File: src/rtl/write_back_pkg.sv
// write_back shared types: register file, flag positions, stage states.
// Optional forwarding port is enabled by defining WRITE_BACK_FEEDBACK_EN.
package write_back_pkg;

  localparam int NREGS = 32;
  localparam int DW    = 32;

  typedef logic [$clog2(NREGS)-1:0] regind_t;
  typedef logic [DW-1:0]            regval_t;
  typedef regval_t [NREGS-1:0]      regfile_t;

  localparam regind_t FLAGS_IDX = regind_t'(31);

  localparam int FLAG_C = 30;
  localparam int FLAG_N = 29;
  localparam int FLAG_V = 28;
  localparam int FLAG_Z = 27;

  typedef enum logic [1:0] {
    ST_IDLE,
    ST_UPPER,
    ST_STORE
  } state_e;

endpackage

File: src/rtl/write_back_store_port.sv
// Store port: latches address/data on start and holds the request
// until the memory drops waitrequest.
module store_port
  import write_back_pkg::*;
(
  input  logic    clock,
  input  logic    reset_n,
  input  logic    start_i,
  input  regval_t base_i,
  input  regval_t offset_i,
  input  regval_t data_i,
  input  logic    waitrequest_i,
  output regval_t address_o,
  output regval_t writedata_o,
  output logic    write_o,
  output logic    busy_o
);

  state_e  state_q, state_d;
  regval_t addr_q, data_q;

  always_ff @(posedge clock or negedge reset_n) begin
    if (!reset_n) begin
      state_q <= ST_IDLE;
      addr_q  <= '0;
      data_q  <= '0;
    end else begin
      state_q <= state_d;
      if (start_i && state_q == ST_IDLE) begin
        addr_q <= base_i + offset_i;
        data_q <= data_i;
      end
    end
  end

  always_comb begin
    state_d = state_q;
    unique case (state_q)
      ST_IDLE:  if (start_i) state_d = ST_STORE;
      ST_STORE: if (!waitrequest_i) state_d = ST_IDLE;
      default:  state_d = ST_IDLE;
    endcase
  end

  always_comb begin
    write_o     = (state_q == ST_STORE);
    busy_o      = (state_q == ST_STORE);
    address_o   = addr_q;
    writedata_o = data_q;
  end

endmodule

File: src/rtl/write_back.sv
// Write-back stage: commits register/flag results, upper halves, and stores.
// Define WRITE_BACK_FEEDBACK_EN to forward the value being written.
module write_back
  import write_back_pkg::*;
#(
  parameter int REGISTER_COUNT = NREGS,
  parameter int DATA_WIDTH     = DW
) (
  input  logic                  clock,
  input  logic                  reset_n,
  input  logic                  in_is_valid,
  output logic                  in_hold,
  input  logic [31:0]           in_pc,
  input  regind_t               in_destination_register,
  input  logic                  in_is_writing_memory,
  input  logic [3:0]            in_flags,
  input  regval_t               in_destination_value,
  input  logic                  in_has_upper_value,
  input  regval_t               in_upper_value,
  input  regval_t               in_adjustment_value,
  input  logic                  in_has_flushed,
  output regfile_t              registers,
  output logic [DATA_WIDTH-1:0] mem_address,
  output logic [DATA_WIDTH-1:0] mem_writedata,
  output logic                  mem_write,
  input  logic                  mem_waitrequest,
  output regind_t               feedback_index,
  output regval_t               feedback_value,
  output logic                  feedback_is_valid
);

  localparam int unsigned RC = REGISTER_COUNT;

  state_e   state_q, state_d, cur;
  regfile_t regs_q, regs_d;
  regind_t  up_idx_q;
  regval_t  up_val_q;
  logic     store_busy;
  logic     accept, live, reg_beat, st_beat;
  regind_t  up_idx;
  logic     unused_pc;

  assign unused_pc = ^in_pc;

  assign cur      = store_busy ? ST_STORE : state_q;
  assign accept   = in_is_valid && (cur == ST_IDLE);
  assign live     = accept && !in_has_flushed;
  assign reg_beat = live && !in_is_writing_memory;
  assign st_beat  = live && in_is_writing_memory;
  assign up_idx   = regind_t'((32'(in_destination_register) + 32'd1) % RC);

  always_ff @(posedge clock or negedge reset_n) begin
    if (!reset_n) begin
      state_q  <= ST_IDLE;
      regs_q   <= '0;
      up_idx_q <= '0;
      up_val_q <= '0;
    end else begin
      state_q <= state_d;
      regs_q  <= regs_d;
      if (reg_beat && in_has_upper_value) begin
        up_idx_q <= up_idx;
        up_val_q <= in_upper_value;
      end
    end
  end

  always_comb begin
    state_d = ST_IDLE;
    if (reg_beat && in_has_upper_value) state_d = ST_UPPER;
  end

  always_comb begin
    in_hold = (cur != ST_IDLE);
  end

  // Flags first so that a full write to the flags register wins.
  always_comb begin
    regs_d = regs_q;
    if (reg_beat) begin
      regs_d[FLAGS_IDX][FLAG_C:FLAG_Z] = in_flags;
      if (in_destination_register != '0)
        regs_d[in_destination_register] = in_destination_value;
    end
    if (cur == ST_UPPER && up_idx_q != '0)
      regs_d[up_idx_q] = up_val_q;
    regs_d[0] = '0;
  end

  assign registers = regs_q;

  store_port u_store (
    .clock         (clock),
    .reset_n       (reset_n),
    .start_i       (st_beat),
    .base_i        (regs_q[in_destination_register]),
    .offset_i      (in_adjustment_value),
    .data_i        (in_destination_value),
    .waitrequest_i (mem_waitrequest),
    .address_o     (mem_address),
    .writedata_o   (mem_writedata),
    .write_o       (mem_write),
    .busy_o        (store_busy)
  );

`ifdef WRITE_BACK_FEEDBACK_EN
  always_comb begin
    feedback_index    = '0;
    feedback_value    = '0;
    feedback_is_valid = 1'b0;
    unique case (1'b1)
      (cur == ST_UPPER): begin
        feedback_index    = up_idx_q;
        feedback_value    = up_val_q;
        feedback_is_valid = (up_idx_q != '0);
      end
      (cur == ST_IDLE): begin
        feedback_index    = in_destination_register;
        feedback_value    = in_destination_value;
        feedback_is_valid = in_is_valid && !in_is_writing_memory
                            && !in_has_flushed
                            && (in_destination_register != '0);
      end
      default: ;
    endcase
  end
`else
  assign feedback_index    = '0;
  assign feedback_value    = '0;
  assign feedback_is_valid = 1'b0;
`endif

endmodule

File: config.mk
export PLATFORM = sky130hd
export DESIGN_NAME = write_back
export DESIGN_NICKNAME = d
export VERILOG_FILES = /design/src/rtl/write_back_pkg.sv /design/src/rtl/write_back_store_port.sv /design/src/rtl/write_back.sv
export SDC_FILE = /design/constraint.sdc
export NUM_CORES = 2
export LEC_CHECK = 0
export CAP_MARGIN = 5
export CORE_AREA = 2 2 495 497
export CTS_CLUSTER_DIAMETER = 150
export DETAILED_ROUTE_END_ITERATION = 10
export DIE_AREA = 0 0 497 499
export GPL_TIMING_DRIVEN = 0
export PLACE_DENSITY_LB_ADDON = 0.08
export RECOVER_POWER = 25
export REMOVE_ABC_BUFFERS = 1
export SYNTH_ARGS = -nofsm -noshare
export SYNTH_HDL_FRONTEND = slang
export SYNTH_SLANG_ARGS = --single-unit
export TNS_END_PERCENT = 50
File: constraint.sdc
create_clock -name clock -period 3.3 [get_ports clock]
set_input_delay 0.66 -clock clock [delete_from_list [all_inputs] [get_ports clock]]
set_output_delay 0.66 -clock clock [all_outputs]
set_load 0.005 [all_outputs]
Word-level counts from Yosys, hierarchy flattened:

Index checks and enable logic that the tools add are counted.

* flip-flop bits (word level): 1097
* input port bits: 144
* word-level logic and storage cells: 80

* $add $sub $neg: 2
* magnitude comparators: 4
* equal/unequal tests: 4
* mux-type cells: 16
* reductions and logical operators: 17

Operators with widths (number)
* 2-to-1 mux 1024 bit: 3
* bitwise mux 1024 bit: 2
* demux 32 bit (select 5 bit): 2
* binary-select mux 32 bit (select 5 bit): 1
* 2-to-1 mux 32 bit: 3
* adder 32 bit: 1
* less-than comparator 5 x 6 -> 1 bit (second input constant): 2
* greater-or-equal comparator 5 x 1 -> 1 bit (second input constant): 2
* nonzero test 5 bit: 2
* logical AND 1 bit: 9
* 2-to-1 mux 2 bit: 3
* adder 5 x 1 -> 5 bit (second input constant): 1
* zero test 2 bit: 2
* case mux 2 bit (2 select lines): 1
* equality test 2 x 1 -> 1 bit (second input constant): 1
* equality test 2 bit (second input constant): 1
* zero test 1 bit: 2
* != test 2 x 1 -> 1 bit (second input constant): 1
* != test 2 bit (second input constant): 1
* AND reduction 2 bit: 1
* nonzero test 2 bit: 1
* 2-to-1 mux 1 bit: 1

Depth between registers and ports, before layout:

* word-level depth: 9
* depth in mapped cells: 21

Hierarchy:

A second synthesis with hierarchy kept.

* cell total of the unflattened synthesis: 7316
* area, all modules: 59728.5 um^2

Modules (own cells, without submodules)
* write_back: times used 1, cells each 6819, area an instance 55620.8 um^2
* store_port: times used 1, cells each 497, area an instance 4107.7 um^2

Worst setup path before layout:

No wires, ideal clock.

* path type: input-to-reg
* from: input in_destination_register[0]
* to: register u_store.addr_q[27], in the netlist u_store.address_o[27]
* data arrival time: 4.440 ns
* slack: -1.223 ns
* cell stages on the path: 19
* buffers on the path: 5
* cell sequence: buf_2 -> buf_2 -> buf_2 -> buf_2 -> mux4_2 -> a22oi_1 -> nand2_1 -> nand2_1 -> nand4_1 -> ha_1 -> clkbuf_1 -> a21oi_1 -> nor2_1 -> or2_2 -> a2111o_1 -> a21oi_1 -> o21ai_0 -> xnor2_1 -> o21ai_0

* cells in the longest elaborated chain, start to end: 3

RTL lines
* start, declared: line write_back.sv:14 `input regind_t in_destination_register,`
* binary-select mux 32 bit (select 5 bit): line write_back.sv:96 `.base_i (regs_q[in_destination_register]),`
* 2-to-1 mux 32 bit (implied by the code): line write_back.sv:96
* adder 32 bit: line write_back_store_port.sv:30 `addr_q <= base_i + offset_i;`
* end signal, assigned: line write_back_store_port.sv:30
* end, declared: line write_back_store_port.sv:20 `regval_t addr_q, data_q;`

No other way between the ends. The select of a mux whose other input is x is not followed.
A chain may end at the register's enable or synchronous reset.

Worst setup path in the final report:

* from: input in_destination_register[0]
* to: register u_store.addr_q[31], in the netlist u_store.address_o[31]

Same word-level chain as after synthesis.

==> out/qor.txt <==
Max clock buf depth: 3
Worst Setup End Kind: register
Max FO, Critical Path: 6
Placer Congestion: 0.802
Mapped Area: 60100 sq um
pre-CTS setup slack: -3.38 ns
routed wire length: 400000 microns
Worst Skew: 0.0473 ns
WP data required: 3.97 ns
Int Power: 33300 uW
worst path cell trace: buf_16 > buf_16 > buf_16 > buf_12 > mux4_2 > nand2_1 > o21ai_1 > nor4_4 > buf_6 > inv_1 > ha_4 > a211oi_4 > o211ai_1 > a31o_4 > a2111o_1 > a21oi_4 > o31ai_4 > xnor2_1 > o21ai_1
Stages on worst setup path: 19
Worst R2R Path Depth: 14
Worst EP arrival: 4.86 ns
critical path class: input port to register
Clk pwr share: 32.7%
VDD IR max: 391 uV
DR iter-0 viols: 5603
Setup violations, final: 1089
first-pass GRT wire length: 526000 microns
Seq pwr share: 37.9%
Most used DFF post-synth: dfrtp_1
Final #Nets: 7337
reg-to-reg slack, setup: -0.87 ns
Worst path slowest cell: mux4_2
gr usage total: 31.3%
Worst-Margin Slew: 2.39 ns
post-synthesis cell type count: 66
Clk Latency, worst-skew pair: 0.82 ns
fillers: 24100
Num CTS Buffers: 150
Die Area: 248000 sq um
number of remaining DRC errors: 0
RSZ-0062 raised after global routing: true
ys async rst share: 100%
row count: 181
Gate power share: 29.4%
routed via count: 54600
Crit path max-delay family: compound AO/OA/AOI/OAI gates
commonest non-fill, non-tap cell in the layout: dfrtp_1
#FFs+latches synth: 1095
failing checks: max-capacitance violations, max-slew violations, negative setup slack
max_slew headroom: -59.1%
vias per cell: 5.20
Final Hold Viols: 0
Switch Pwr: 18000 uW
final cycle utilization of the critical path: 127%
P_leak: 0.0339 uW
Max-Cap Viols: 2
largest net degree at the start of global routing: 155
Reg clk slew, reported paths: 0.06 ns
# H-tree levels: 4
Core Box Area: 243000 sq um
remaining antenna violation count after routing: 0
area delta synth->final: 44.0%
clk sink count: 1095
vias in the first global route: 53100
share of layout cells above drive strength 1: 15.9%
DPL Wire Length: 279000 microns
DP Area: 77700 sq um
chip width: 497 microns
pwr dens: 593 nW/um^2
number of buffers inserted by port buffering: 1169
CP Buf/Inv Count: 6
outcome: complete, but fails checks
Critical Path Source Type: input port
worst stage delay on the critical path: 0.50 ns
most used cell, CP: buf_16
highest achievable clock rate: 239 MHz
min Tclk post-route: 4.19 ns
Yosys warnings: 0
Avg Cell Area, Syn: 10.0 sq um
TritonRoute pass-1 iters: 6
initial antenna violation count: 38
Post-synth EDFFs: 0
wire per inst: 38.1 microns
Congestion Overflow GR: 0
Die H: 499 microns
CTS tree: built
Slew Viols, Final: 254
worst hold path class: input port to asynchronous set/reset pin
commonest non-fill, non-tap cells in the layout: 1091 x dfrtp_1, 1031 x nand2_1, 1003 x mux2i_1
sequential area share after synthesis: 45.6%
Hold WS: 0.348 ns
Crit. Startpoint: in_destination_register[0]
Initial Utilization: 24.8%
boundary pin count: 1272
Worst setup endpoint: u_store.address_o[31]$_DFFE_PN0P_
reg2reg start: registers[774]$_DFF_PN0_
Switching Fraction: 35.1%
worst r2r dst: u_store.address_o[31]$_DFFE_PN0P_
Post-Synthesis Cells: 6006
root buffer cell: clkbuf_16
post-route design area: 86500 sq um
post-route setup slack: -0.887 ns
==> worst min-delay path by stage <==
| stage | endpoint | slack, ns | cells after the start |
|---|---|---|---|
| after global placement | u_store.writedata_o[8]$_DFFE_PN0P_ | 0.46 | 2 |
| after CTS | u_store.writedata_o[1]$_DFFE_PN0P_ | 0.30 | 2 |
| after floorplan | registers[1000]$_DFF_PN0_ | 0.36 | 0 |
| final | u_store.writedata_o[1]$_DFFE_PN0P_ | 0.35 | 2 |
| after detailed placement | u_store.writedata_o[5]$_DFFE_PN0P_ | 0.46 | 2 |
| after global routing | u_store.writedata_o[1]$_DFFE_PN0P_ | 0.32 | 2 |
==> power groups by stage <==
| stage | logic, uW | registers (uW) | clock network (uW) |
|---|---|---|---|
| 2_1_floorplan | 4280 | 18700 | 0 |
| 3_3_place_gp | 13900 | 19900 | 0 |
| 3_5_place_dp | 14000 | 19700 | 0 |
| 4_1_cts | 14700 | 19500 | 17100 |
| 5_1_grt | 15900 | 19800 | 17600 |
| 6_report | 15100 | 19500 | 16800 |
==> area by class of cell <==
class	instances	area, sq um	share of cell area, %
diodes	20	50.0	0.0578
well taps	3202	4010	4.63
multi-input cells	4283	31000	35.9
repair buffers	1614	19000	22.0
repair inverters	2	17.5	0.0202
inverters	11	72.6	0.0839
clock buffers	247	4620	5.34
clock inverters	27	318	0.367
flip-flops and latches	1095	27400	31.7
==> registers in the layout (all words and copies together), names as in the netlist <==
signal               flops
u_store.state_q          1
up_idx_q                 5
up_val_q                32
u_store.writedata_o     32
u_store.address_o       32
state_q                  1
registers              992
==> metrics by stage <==
| stage | instances | total power (uW) | TNS [ns] | utilization (%) |
|---|---|---|---|---|
| floorplan | 5387 | 22900 | -847.01 | - |
| global placement | 9758 | 33800 | - | 30.0 |
| detailed placement | 9978 | 33700 | -1266.77 | 32.0 |
| CTS | 10400 | 51400 | -30.64 | 35.2 |
| global route | 10500 | 53300 | -527.08 | 35.7 |
| finish | 10500 | 51300 | -225.57 | 35.7 |
==> repair_timing <==
action | CTS | global route
endpoints found under the hold margin | 34 | 0
gates resized for setup | 181 | 104
setup buffers | 133 | 50
gates cloned | 28 | 3
pin swaps | 56 | 49
hold buffers | 1 | 0
endpoints found under the setup margin | 1042 | 346
==> metal layers <==
metal / share of wire [%] / wire length [microns] / vias to the layer above / global-route usage [%]
met5: 0.024 / 97 / - / 0
li1: - / - / 23300 / -
met1: 41 / 164000 / 28200 / 39.6
met2: 46 / 183000 / 2587 / 49.4
met3: 8.7 / 34900 / 518 / 9.57
met4: 4.5 / 18000 / 14 / 12.8
==> synth_stat cells (20+ instances only) <==
| library cell | instances | area, sq um |
|---|---|---|
| mux4_2 | 226 | 5090 |
| ha_1 | 35 | 438 |
| a21oi_1 | 376 | 1880 |
| buf_4 | 107 | 803 |
| clkbuf_1 | 435 | 1630 |
| nand4_1 | 20 | 125 |
| mux2i_1 | 1015 | 10200 |
| mux2_2 | 39 | 439 |
| a21o_1 | 21 | 158 |
| o21ai_0 | 813 | 4070 |
| buf_1 | 55 | 206 |
| nand3_1 | 24 | 120 |
| nand2_1 | 1052 | 3950 |
| dfrtp_1 | 1095 | 27400 |
| buf_6 | 21 | 236 |
| nor2_1 | 370 | 1390 |
| buf_2 | 70 | 350 |
| o21ai_1 | 26 | 130 |
==> worst register-to-register path: cells and delay by family (launching register included) <==
family | cells | cell delay [ns]
muxes | 2 | 1.01
DFF | 1 | 0.41
xor gates and xnor gates | 1 | 0.21
and+or+nand+nor | 1 | 0.09
buffers and inverters | 1 | 0.12
adders and majority gates | 1 | 0.34
AOI/OAI and AO/OA | 8 | 1.85
==> kinds of logic (layout without fill, tap and decap cells) <==
family | after synthesis | in the layout | share of synthesized area, %
xor gates and xnor gates | 30 | 30 | 0.437
buffers and inverters | 699 | 1901 | 5.44
AOI/OAI and AO/OA | 1310 | 1310 | 11.3
adders and majority gates | 36 | 36 | 0.762
muxes | 1280 | 1280 | 26.1
DFF | 1095 | 1095 | 45.6
other | 1 | 90 | 0.00624
and+or+nand+nor | 1555 | 1557 | 10.3
Note: power is estimated with default switching activity, not from simulation.
